<file path="src/rtl/string_matcher_if.sv">
// Character stream and match-status bundle for string_matcher.
// The master side feeds characters; the slave side (the matcher) reports results.
interface string_matcher_if;
    logic [7:0] char_in;
    logic       char_valid;
    logic       hout;
    logic       pl;
    logic [7:0] match_cnt;
    logic [1:0] state_dbg;

    modport master (
        output char_in,
        output char_valid,
        input  hout,
        input  pl,
        input  match_cnt,
        input  state_dbg
    );

    modport slave (
        input  char_in,
        input  char_valid,
        output hout,
        output pl,
        output match_cnt,
        output state_dbg
    );
endinterface

</file>
<file path="src/rtl/string_matcher.sv">
// Four-character KMP stream matcher with word-boundary reset and saturating match counter.
// Define STRING_MATCHER_CASE_FOLD_EN for case-insensitive pattern comparison.
module string_matcher #(
    parameter logic [7:0] PAT0  = 8'h61,
    parameter logic [7:0] PAT1  = 8'h62,
    parameter logic [7:0] PAT2  = 8'h63,
    parameter logic [7:0] PAT3  = 8'h64,
    parameter logic [7:0] DELIM = 8'h20
) (
    input  logic             clk,
    input  logic             reset,
    string_matcher_if.slave  bus
);

    typedef enum logic [1:0] {S0, S1, S2, S3} state_t;

    if (DELIM == PAT0 || DELIM == PAT1 || DELIM == PAT2 || DELIM == PAT3) begin : g_delim_clash
        $error("string_matcher: DELIM must differ from every pattern character");
    end

`ifdef STRING_MATCHER_CASE_FOLD_EN
    function automatic logic [7:0] fold(input logic [7:0] c);
        return (c >= 8'h41 && c <= 8'h5A) ? c + 8'h20 : c;
    endfunction

    localparam logic [31:0] PATV = {fold(PAT3), fold(PAT2), fold(PAT1), fold(PAT0)};

    logic [7:0] char_cmp;
    assign char_cmp = fold(bus.char_in);
`else
    localparam logic [31:0] PATV = {PAT3, PAT2, PAT1, PAT0};

    logic [7:0] char_cmp;
    assign char_cmp = bus.char_in;
`endif

    function automatic logic [7:0] pat_at(input logic [1:0] i);
        logic [7:0] c;
        case (i)
            2'd0:    c = PATV[7:0];
            2'd1:    c = PATV[15:8];
            2'd2:    c = PATV[23:16];
            default: c = PATV[31:24];
        endcase
        return c;
    endfunction

    // Bit {d,L}: the first L pattern chars equal the last L of the first d (a border of the depth-d prefix).
    function automatic logic [15:0] calc_borders();
        logic [15:0] b;
        logic        ok;
        b = '0;
        for (int d = 0; d < 4; d++) begin
            for (int l = 0; l <= d; l++) begin
                ok = 1'b1;
                for (int i = 0; i < l; i++) begin
                    if (pat_at(2'(i)) != pat_at(2'(d - l + i))) ok = 1'b0;
                end
                b[4'(d * 4 + l)] = ok;
            end
        end
        return b;
    endfunction

    // Depth to resume at after a full match: longest proper border of the whole pattern.
    function automatic logic [1:0] calc_full_fallback();
        logic [1:0] fb;
        logic       ok;
        fb = 2'd0;
        for (int j = 1; j < 4; j++) begin
            ok = 1'b1;
            for (int i = 0; i < j; i++) begin
                if (pat_at(2'(i)) != pat_at(2'(4 - j + i))) ok = 1'b0;
            end
            if (ok) fb = 2'(j);
        end
        return fb;
    endfunction

    function automatic logic [7:0] sat_inc(input logic [7:0] v);
        return (v == 8'hFF) ? v : v + 8'd1;
    endfunction

    localparam logic [15:0] BORDERS = calc_borders();
    localparam logic [1:0]  FULL_FB = calc_full_fallback();

    state_t     state_p1;
    state_t     state_nxt;
    logic       hout_p1;
    logic       pl_p1;
    logic [7:0] match_cnt_p1;
    logic       hout_nxt;
    logic       pl_nxt;
    logic       hit;

    always_comb begin
        state_nxt = state_p1;
        hout_nxt  = 1'b0;
        pl_nxt    = 1'b0;
        hit       = 1'b0;
        if (bus.char_valid) begin
            if (bus.char_in == DELIM) begin
                state_nxt = S0;
                pl_nxt    = 1'b1;
            end else if (char_cmp == pat_at(state_p1)) begin
                if (state_p1 == S3) begin
                    hout_nxt  = 1'b1;
                    hit       = 1'b1;
                    state_nxt = state_t'(FULL_FB);
                end else begin
                    state_nxt = state_t'(state_p1 + 2'd1);
                end
            end else begin
                // Largest j whose (j-1)-char border of the matched prefix extends with char_in.
                state_nxt = S0;
                for (int j = 1; j < 4; j++) begin
                    if (2'(j) <= state_p1 &&
                        BORDERS[{state_p1, 2'(j - 1)}] &&
                        char_cmp == pat_at(2'(j - 1))) begin
                        state_nxt = state_t'(2'(j));
                    end
                end
            end
        end
    end

    // Stage p1: registered state, pulses and counter
    always_ff @(posedge clk) begin
        if (reset) begin
            state_p1     <= S0;
            hout_p1      <= 1'b0;
            pl_p1        <= 1'b0;
            match_cnt_p1 <= 8'd0;
        end else begin
            state_p1 <= state_nxt;
            hout_p1  <= hout_nxt;
            pl_p1    <= pl_nxt;
            if (hit) match_cnt_p1 <= sat_inc(match_cnt_p1);
        end
    end

    assign bus.hout      = hout_p1;
    assign bus.pl        = pl_p1;
    assign bus.match_cnt = match_cnt_p1;
    assign bus.state_dbg = state_p1;

endmodule

</file>
<file path="src/flat_wrapper.sv">
// flat-port wrapper written by rule: the top's interface ports become plain ports
module string_matcher_flat 
#(
    parameter logic [7:0] PAT0  = 8'h61,
    parameter logic [7:0] PAT1  = 8'h62,
    parameter logic [7:0] PAT2  = 8'h63,
    parameter logic [7:0] PAT3  = 8'h64,
    parameter logic [7:0] DELIM = 8'h20
)
  (clk, reset, bus_char_in, bus_char_valid, bus_hout, bus_pl, bus_match_cnt, bus_state_dbg);
  string_matcher_if bus_i ();
  input  logic clk;
  input  logic reset;
  input wire logic [$bits(bus_i.char_in)-1:0] bus_char_in;
  input wire logic [$bits(bus_i.char_valid)-1:0] bus_char_valid;
  output wire logic [$bits(bus_i.hout)-1:0] bus_hout;
  output wire logic [$bits(bus_i.pl)-1:0] bus_pl;
  output wire logic [$bits(bus_i.match_cnt)-1:0] bus_match_cnt;
  output wire logic [$bits(bus_i.state_dbg)-1:0] bus_state_dbg;
  assign bus_i.char_in = bus_char_in;
  assign bus_i.char_valid = bus_char_valid;
  assign bus_hout = bus_i.hout;
  assign bus_pl = bus_i.pl;
  assign bus_match_cnt = bus_i.match_cnt;
  assign bus_state_dbg = bus_i.state_dbg;
  string_matcher #(.PAT0(PAT0), .PAT1(PAT1), .PAT2(PAT2), .PAT3(PAT3), .DELIM(DELIM)) u_core (.clk(clk), .reset(reset), .bus(bus_i));
endmodule
</file>
<file path="config.mk">
export PLATFORM = sky130hd
export DESIGN_NAME = string_matcher_flat
export DESIGN_NICKNAME = d
export VERILOG_FILES = /design/src/rtl/string_matcher_if.sv /design/src/rtl/string_matcher.sv /design/src/flat_wrapper.sv
export SDC_FILE = /design/constraint.sdc
export NUM_CORES = 1
export LEC_CHECK = 0
export CAP_MARGIN = 40
export CORE_UTILIZATION = 35
export CTS_BUF_LIST = sky130_fd_sc_hd__clkbuf_8
export DETAILED_ROUTE_END_ITERATION = 8
export GPL_TIMING_DRIVEN = 0
export HOLD_SLACK_MARGIN = 0.12
export PLACE_DENSITY_LB_ADDON = 0.08
export SLEW_MARGIN = 40
export SYNTH_ARGS = -nofsm -noshare
export SYNTH_HDL_FRONTEND = slang
export SYNTH_SLANG_ARGS = --single-unit
</file>
<file path="constraint.sdc">
create_clock -name clk -period 3.9 [get_ports clk]
set_input_delay 0.975 -clock clk [delete_from_list [all_inputs] [get_ports clk]]
set_output_delay 0.975 -clock clk [all_outputs]
set_load 0.005 [all_outputs]
</file>
# Yosys cells after proc, flatten, opt, wreduce, memory -nomap -nowiden
# Index checks and enable logic that the tools add are counted.
# word_totals
inputBits	11
ff_bits	12
# op_classes
muxes	29
reduce_logical	9
magnitude_cmp	6
eq_ne	9
bitwise	2
add_sub_neg	2
# ops
cell	n
$mux W8	11
$eq A8 B8 Y1	4
$lt A4 B5 Y1 const B	3
$mux W2	5
$mux W1	9
$pmux W3 S3	1
$add A8 B1 Y8 const B	1
$eq A8 B6 Y1 const B	1
$eq A8 B8 Y1 const B	1
$bmux W1 S2	3
$logic_and A1 B1 Y1	6
$eq A2 B2 Y1 const B	2
$le A2 B2 Y1 const A	2
$add A2 B1 Y2 const B	1
$eq A2 B1 Y1 const B	1
$le A1 B2 Y1 const A	1
$logic_not A2 Y1	1
$not A1 Y1	2
$reduce_and A2 Y1	1
$reduce_or A2 Y1	1

# Logic depth before layout (Yosys ltp)
# Gate-level depths: netlist (run 1).
# logic_depth
word_depth	15
depth_mapped	7
depth_no_buf	6

# Worst setup path before layout (run 1)
# No wires, ideal clock.
# synth_timing
path_kind	input -> register
startpoint	input port bus_char_in[7]
endpoint	register u_core.match_cnt_p1[6] (netlist: u_core.bus.match_cnt[6])
required_ps	3809
n_path_buf	0
stages	4
setup_ps	91
setup_slack_ps	1849
arrival_ps	1960
path_cell_list	or3b_4 nor4_2 a21oi_1 a311oi_1
# synth_via
elab_chain_cells	5
# synth_rtl
item	line_no	source
from (decl)	flat_wrapper.sv:14	input wire logic [$bits(bus_i.char_in)-1:0] bus_char_in;
$eq A8 B8 Y1	string_matcher.sv:105	end else if (char_cmp == pat_at(state_p1)) begin
$mux W1	string_matcher.sv:105	
$mux W1 (*)	string_matcher.sv:102	if (bus.char_in == DELIM) begin
$mux W1 (*)	string_matcher.sv:101	if (bus.char_valid) begin
$reduce_and A2 Y1 (no line) (*)	n/a	
to (signal assigned)	string_matcher.sv:138	if (hit) match_cnt_p1 <= sat_inc(match_cnt_p1);
to (decl)	string_matcher.sv:91	logic [7:0] match_cnt_p1;
# Every way passes the cells marked *; elsewhere a longest branch is shown, timed or not.
# A chain may end at the register's enable or synchronous reset.

# Final worst setup path (run 1)
# layout_timing
startpoint	input port bus_char_in[1]
endpoint	register u_core.state_p1[0] (netlist: u_core.bus.state_dbg[0])
# layout_via
elab_chain_cells	7
# layout_rtl
item	line_no	source
$eq A8 B8 Y1	string_matcher.sv:119	char_cmp == pat_at(2'(j - 1))) begin
$logic_and A1 B1 Y1	string_matcher.sv:118	BORDERS[{state_p1, 2'(j - 1)}] &&
$mux W1	string_matcher.sv:117	if (2'(j) <= state_p1 &&
$mux W2 (2 in a row)	string_matcher.sv:117	
$mux W2	string_matcher.sv:105	
$mux W2 (*)	string_matcher.sv:102	
to (signal assigned)	string_matcher.sv:135	state_p1 <= state_nxt;
to (decl)	string_matcher.sv:87	state_t state_p1;
# Marked as above.

==> results of run 1 <==
critical path, cell delays in order:
cell             delay, ns
clkdlybuf4s50_1       0.52
xor2_1                0.23
nand3_2               0.14
buf_4                 0.20
mux2_4                0.30
a22o_1                0.20
worst paths after layout:
kind	from	end	slack [ns]
worst max-delay path	bus_char_in[1]	u_core.bus.state_dbg[0]	1.46
worst min-delay path	u_core.bus.match_cnt[3]	u_core.bus.match_cnt[3]	0.53
worst max register to register	u_core.bus.state_dbg[0]	u_core.bus.state_dbg[0]	1.84
worst min register to register	u_core.bus.match_cnt[3]	u_core.bus.match_cnt[3]	0.53
per-stage QoR:
stage	setup WS, ns	hold WS (ns)
6_report	1.46	0.526
5_1_grt	1.37	0.558
4_1_cts	1.45	0.521
3_5_place_dp	1.21	0.513
2_1_floorplan	1.85	0.489
3_3_place_gp	1.22	0.491
power by group through the flow:
stage               registers (mW)  clock network, mW  logic, mW
global route                 0.123              0.150     0.0268
global placement             0.125                  0     0.0247
detailed placement           0.125                  0     0.0247
CTS                          0.123              0.140     0.0247
floorplan                    0.125                  0    0.00973
finish                       0.123              0.138     0.0247
final cells by class:
class	instances	area, sq um	area share, %
Clock buffer	4	55.1	5.18
Buffer	3	16.3	1.53
Sequential cell	12	240	22.6
Tap cell	27	33.8	3.18
Multi-Input combinational cell	63	483	45.4
Inverter	4	15.0	1.41
Timing Repair Buffer	22	220	20.7
routing by layer:
metal	wire (um)	global-route usage [%]
met1	868	22.4
met3	55	3.77
met2	756	23.9
met4	14	5.88
met5	0	0
registers in the layout, summed over array words and instances (netlist names):
| register | cells |
|---|---|
| u_core.bus.hout | 1 |
| u_core.bus.state_dbg | 2 |
| u_core.bus.pl | 1 |
| u_core.bus.match_cnt | 8 |
cells in the mapped netlist, types with 2 or more instances:
| cell type | n | share of area [%] |
|---|---|---|
| o21ai_0 | 3 | 2.0 |
| and4_1 | 2 | 2.3 |
| a21oi_1 | 8 | 5.3 |
| and3_1 | 3 | 2.5 |
| a22o_1 | 2 | 2.3 |
| a311oi_1 | 2 | 2.3 |
| o31ai_1 | 4 | 4.0 |
| nor4bb_1 | 2 | 2.7 |
| xor2_1 | 2 | 2.3 |
| or3_1 | 2 | 1.7 |
| nor2_1 | 3 | 1.5 |
| ha_1 | 5 | 8.3 |
| or4_1 | 5 | 5.0 |
| nand3_1 | 3 | 2.0 |
| dfxtp_1 | 12 | 32 |
| inv_1 | 4 | 2.0 |
cell families (layout without fill, tap and decap cells):
family,count (synthesis),count (layout),share of synthesized area (%)
flops,12,12,31.8
mux,2,2,3.32
simple gates,32,32,31.0
buf+inv,7,33,4.14
xor+xnor,3,3,3.48
fa+ha+maj,5,5,8.29
compound gates,21,21,17.9
==> key figures, run 1 <==
Outcome
  – Outcome: completed

Power and ir drop
  – Pwr/cell area: 269 nW/um^2
  – Internal Pwr Total: about 0.23 mW
  – Net Sw Frac: 20.9%
  – Clock share of power: between 40% and 50%
  – Psw: between 0.05 and 0.06 mW
  – VDD IR max: about 0.00017 V
  – Leak: 0.372 nW
  – Combinational power share: under 10%
  – Pwr Total: between 0.2 and 0.3 mW
  – Power share of the sequential group: 42.9%

Placed design
  – Placed Area: 1010 sq um
  – Post-DP HPWL: 1300 um
  – IO buf count: 22
  – Placed Instances: about 130
  – Placer Congestion: roughly 0.76

Layout
  – Area delta synth->final: 41.0%
  – Post-route cell area: approximately 1100 sq um
  – Filler Cells Inserted: ~180
  – ANT cells: 0
  – Commonest non-fill, non-tap cell in the layout: clkdlybuf4s50_1
  – Most frequent cells in the layout: clkdlybuf4s50_1 (22), dfxtp_1 (12), a21oi_1 (8)
  – Final nets: around 130
  – Cell Count, Final, Fillers Out: 135
  – Core Util, Final: 53.1%
  – Fraction of layout cells with a size suffix above 1: 10.2%

Timing
  – Clock Skew: 0.00340 ns
  – Setup TNS: 0 ns
  – Fmax: 0.410 GHz
  – Final slew viol count: 0
  – Period utilisation layout: 62.5%
  – Final setup viols: 0
  – Max_slew headroom: between 60% and 70%
  – Worst Tran Pin Value: between 0.4 and 0.5 ns
  – Final worst path period need: roughly 2.4 ns
  – Final hold vios: 0
  – Unrepaired setup endpoints after global routing: false

Die
  – Core area: about 2000 sq um
  – Die height: roughly 48 um
  – Die W: approximately 48 um
  – I/O pin total: 23
  – Row count: 16
  – Initial Util: 37.7%
  – Die footprint: about 2300 sq um

Flow run
  – Max-cap violations: 0

Clock tree
  – Number of gates resized after CTS: 0
  – Root Buffer: clkbuf_8
  – Clock latency on the worst-skew pair: about 0.24 ns
  – Postcts setup bufs: 0
  – CTS tree: yes
  – CTS Buffer Depth: 2
  – Worst-path clk slew: around 0.05 ns
  – TritonCTS buffer count: 3
  – Total clock sinks: 12
  – H-tree Lvls: 1
  – # hold bufs at CTS: 0

Global routing
  – All-Layer GR Usage: 16.0%
  – Vias in the first global route: 627
  – Antenna violations before repair: 0
  – Overflow after GRT: 0
  – Pin count of the biggest net entering global routing: 11
  – First-pass GRT wire length: 2950 um

Yosys
  – Cell count after synthesis: roughly 80
  – Post-synthesis sequential area ratio: a little under a third
  – Flops & latches, synth: 12
  – Post-synthesis cell type count: 36
  – EDFF count, synth: 0
  – Yosys warnings: 0
  – Netlist area before placement: 754 sq um
  – Synthesized area per cell: approximately 9.2 sq um
  – Net count after synthesis: between 90 and 100
  – Main synth FF type: dfxtp_1
  – FFs w/ async S/R, synth: 0%

Critical path
  – Startpoint types: input port
  – Path depth of the worst reg2reg path: 7
  – Max FO, Critical Path: 10
  – Crit end category: flop
  – Critical Path AT: 2.57 ns
  – Critical path class: in2reg
  – WP data required: 4.03 ns

Drt
  – Iteration-0 DRC Markers: 3
  – Routed wire length: ~1700 um
  – DRC: 0
  – DR vias: slightly above 700
  – Post-route antenna net violation count: 0
  – Vias per inst: between 5 and 6
  – DR WL/cell: 12.6 um
  – First-pass iteration count of the detailed router: 3

Min path
  – HP Class: reg2reg
  – Worst hold path depth: 2
Note: power is estimated with default switching activity, not from simulation.
==> inputs of run 2 (changes only) <==
- clock period: 3.9 -> 2.55 ns (I/O delays scaled with it)
==> results of run 2 <==
The final DEF is identical to that of run 1. Status: completed.
Main changes from that run: setup slack after placement 1.21 ns -> 0.194 ns; setup slack after layout 1.46 ns -> 0.449 ns; register-to-register setup slack 1.84 ns -> 0.49 ns; total power 0.286 mW -> 0.437 mW; worst IR drop on VDD 0.000173 V -> 0.000264 V
==> inputs of run 3 (changes only) <==
- clock period: 2.55 -> 2.1 ns (I/O delays scaled with it)
==> run 3 against run 2 <==
  * Non-clock buffer count is the same
  * Critical endpoint unchanged
  * Sequential cell count unchanged
  * Clock power rose by 21%
  * Cell count unchanged
  * Critical path type unchanged
  * Largest power group unchanged
  * Die area is the same
  * Sequential power increased by 21%
  * Critical path depth stayed put
  * Register-to-register slack lost 0.35 ns
==> key figures, run 3 (synthesis results as in run 1) <==
Global routing
  – Antenna violations before repair: 0
  – Vias in the first global route: 627
  – First-pass GRT wire length: a little under 3000 um
  – Overflow after GRT: 0
  – Pin count of the biggest net entering global routing: 11
  – All-Layer GR Usage: ~16%

Drt
  – Vias per inst: about 5.3
  – Routed wire length: 1700 um
  – Iteration-0 DRC Markers: 3
  – DR vias: about 710
  – Post-route antenna net violation count: 0
  – First-pass iteration count of the detailed router: 3
  – DRC: 0
  – DR WL/cell: ~13 um

Power and ir drop
  – Pwr Total: roughly 0.53 mW
  – Net Sw Frac: 20.9%
  – VDD IR max: about 0.00032 V
  – Power share of the sequential group: 42.9%
  – Leak: 0.372 nW
  – Psw: approximately 0.11 mW
  – Clock share of power: between 40% and 50%
  – Internal Pwr Total: around 0.42 mW
  – Pwr/cell area: 499 nW/um^2
  – Combinational power share: 8.6%

Critical path
  – Critical path class: in2reg
  – Max FO, Critical Path: 10
  – R2r startpoint: u_core.bus.state_dbg[0]
  – Critical Path Start: bus_char_in[1]
  – Crit end category: flop
  – Path depth of the worst reg2reg path: 7
  – WP data required: 2.23 ns
  – Critical Path AT: between 2 and 2.5 ns
  – Startpoint types: input port

Timing
  – Max_slew headroom: 68.3%
  – Final setup viols: 0
  – Fmax: around 0.5 GHz
  – Hold slack final: about 0.53 ns
  – Clock Skew: around 0.0033 ns
  – Unrepaired setup endpoints after global routing: false
  – Setup TNS: 0 ns
  – Period utilisation layout: a little over nine tenths
  – Final slew viol count: 0
  – Worst Tran Pin Value: 0.476 ns
  – Final hold vios: 0
  – Final worst path period need: 1.99 ns

Clock tree
  – Clock latency on the worst-skew pair: roughly 0.24 ns
  – Postcts setup bufs: 0
  – Root Buffer: clkbuf_8
  – H-tree Lvls: 1
  – Worst-path clk slew: approximately 0.050 ns
  – TritonCTS buffer count: 3
  – Total clock sinks: 12
  – CTS tree: yes
  – CTS Buffer Depth: 2

Placed design
  – IO buf count: 22
  – Post-DP HPWL: between 1000 and 1500 um
  – Placer Congestion: 0.763
  – Placed Area: between 1000 and 1500 sq um

Min path
  – Worst hold path depth: 2
  – HP Class: reg2reg
  – Min-delay src: u_core.bus.match_cnt[3]

Die
  – Die height: 48.4 um
  – Die W: approximately 48 um
  – Initial Util: between 30 and 40%
  – I/O pin total: 23
  – Row count: 16
  – Core area: around 2000 sq um
  – Die footprint: approximately 2300 sq um

Layout
  – Multi-input logic area: just under 500 sq um
  – Max reg flops: 8
  – Filler Cells Inserted: 184
  – Register Area: roughly 240 sq um
  – Fraction of layout cells with a size suffix above 1: around 11%
  – Commonest non-fill, non-tap cell in the layout: clkdlybuf4s50_1
  – Final nets: between 100 and 150
  – Most frequent cells in the layout: clkdlybuf4s50_1 (22), dfxtp_1 (11), a21oi_1 (8)
  – Area delta synth->final: 41.1%
  – ANT cells: 0
  – Post-route cell area: 1060 sq um

Flow run
  – Max-cap violations: 0

Outcome
  – Outcome: completed
## run 3: area by class of cell
type	count	share of cell area, %
plain buffers	3	1.53
clock buffers	4	5.17
inverters	4	1.41
multi-input cells	63	45.4
flip-flops and latches	12	22.7
well taps	27	3.17
repair buffers	22	20.7
## run 3: path summary, 6_finish.rpt
| kind | endpoint | slack (ns) |
|---|---|---|
| worst min-delay path | u_core.bus.match_cnt[3] | 0.53 |
| worst min register to register | u_core.bus.match_cnt[3] | 0.53 |
| worst max register to register | u_core.bus.state_dbg[0] | 0.14 |
| worst max-delay path | u_core.bus.state_dbg[0] | 0.11 |
## run 3: layer usage
layer | wire, um | up-vias | GRT usage (%)
met5 | 0 | - | 0
met4 | 14 | 0 | 5.88
met3 | 55 | 2 | 3.77
met2 | 756 | 13 | 23.9
met1 | 869 | 321 | 22.4
li1 | - | 376 | -
## run 3: critical path, stage by stage
cell and delay, ns:
clkdlybuf4s50_1 0.52, xor2_1 0.23, nand3_2 0.14, buf_4 0.20, mux2_4 0.30, a22o_1 0.20
## run 3: per-stage QoR
step	util, %	cells	setup WS [ns]
after global routing	53.2	135	0.00785
final	53.2	135	0.109
after global placement	50.4	131	-0.129
after floorplan	-	82	0.224
after detailed placement	50.4	131	-0.144
after CTS	53.1	135	0.0245
## run 3: power groups by stage
stage          combinational [mW]  clock [mW]  sequential [mW]
2_1_floorplan              0.0181           0            0.233
3_3_place_gp               0.0458           0            0.233
3_5_place_dp               0.0459           0            0.233
4_1_cts                    0.0459       0.260            0.228
5_1_grt                    0.0498       0.279            0.228
6_report                   0.0458       0.257            0.228
## run 3: repair_timing
action	4_1_cts	5_1_grt
hold buffers	0	0
setup endpoints to repair	0	7
gates resized for setup	0	1
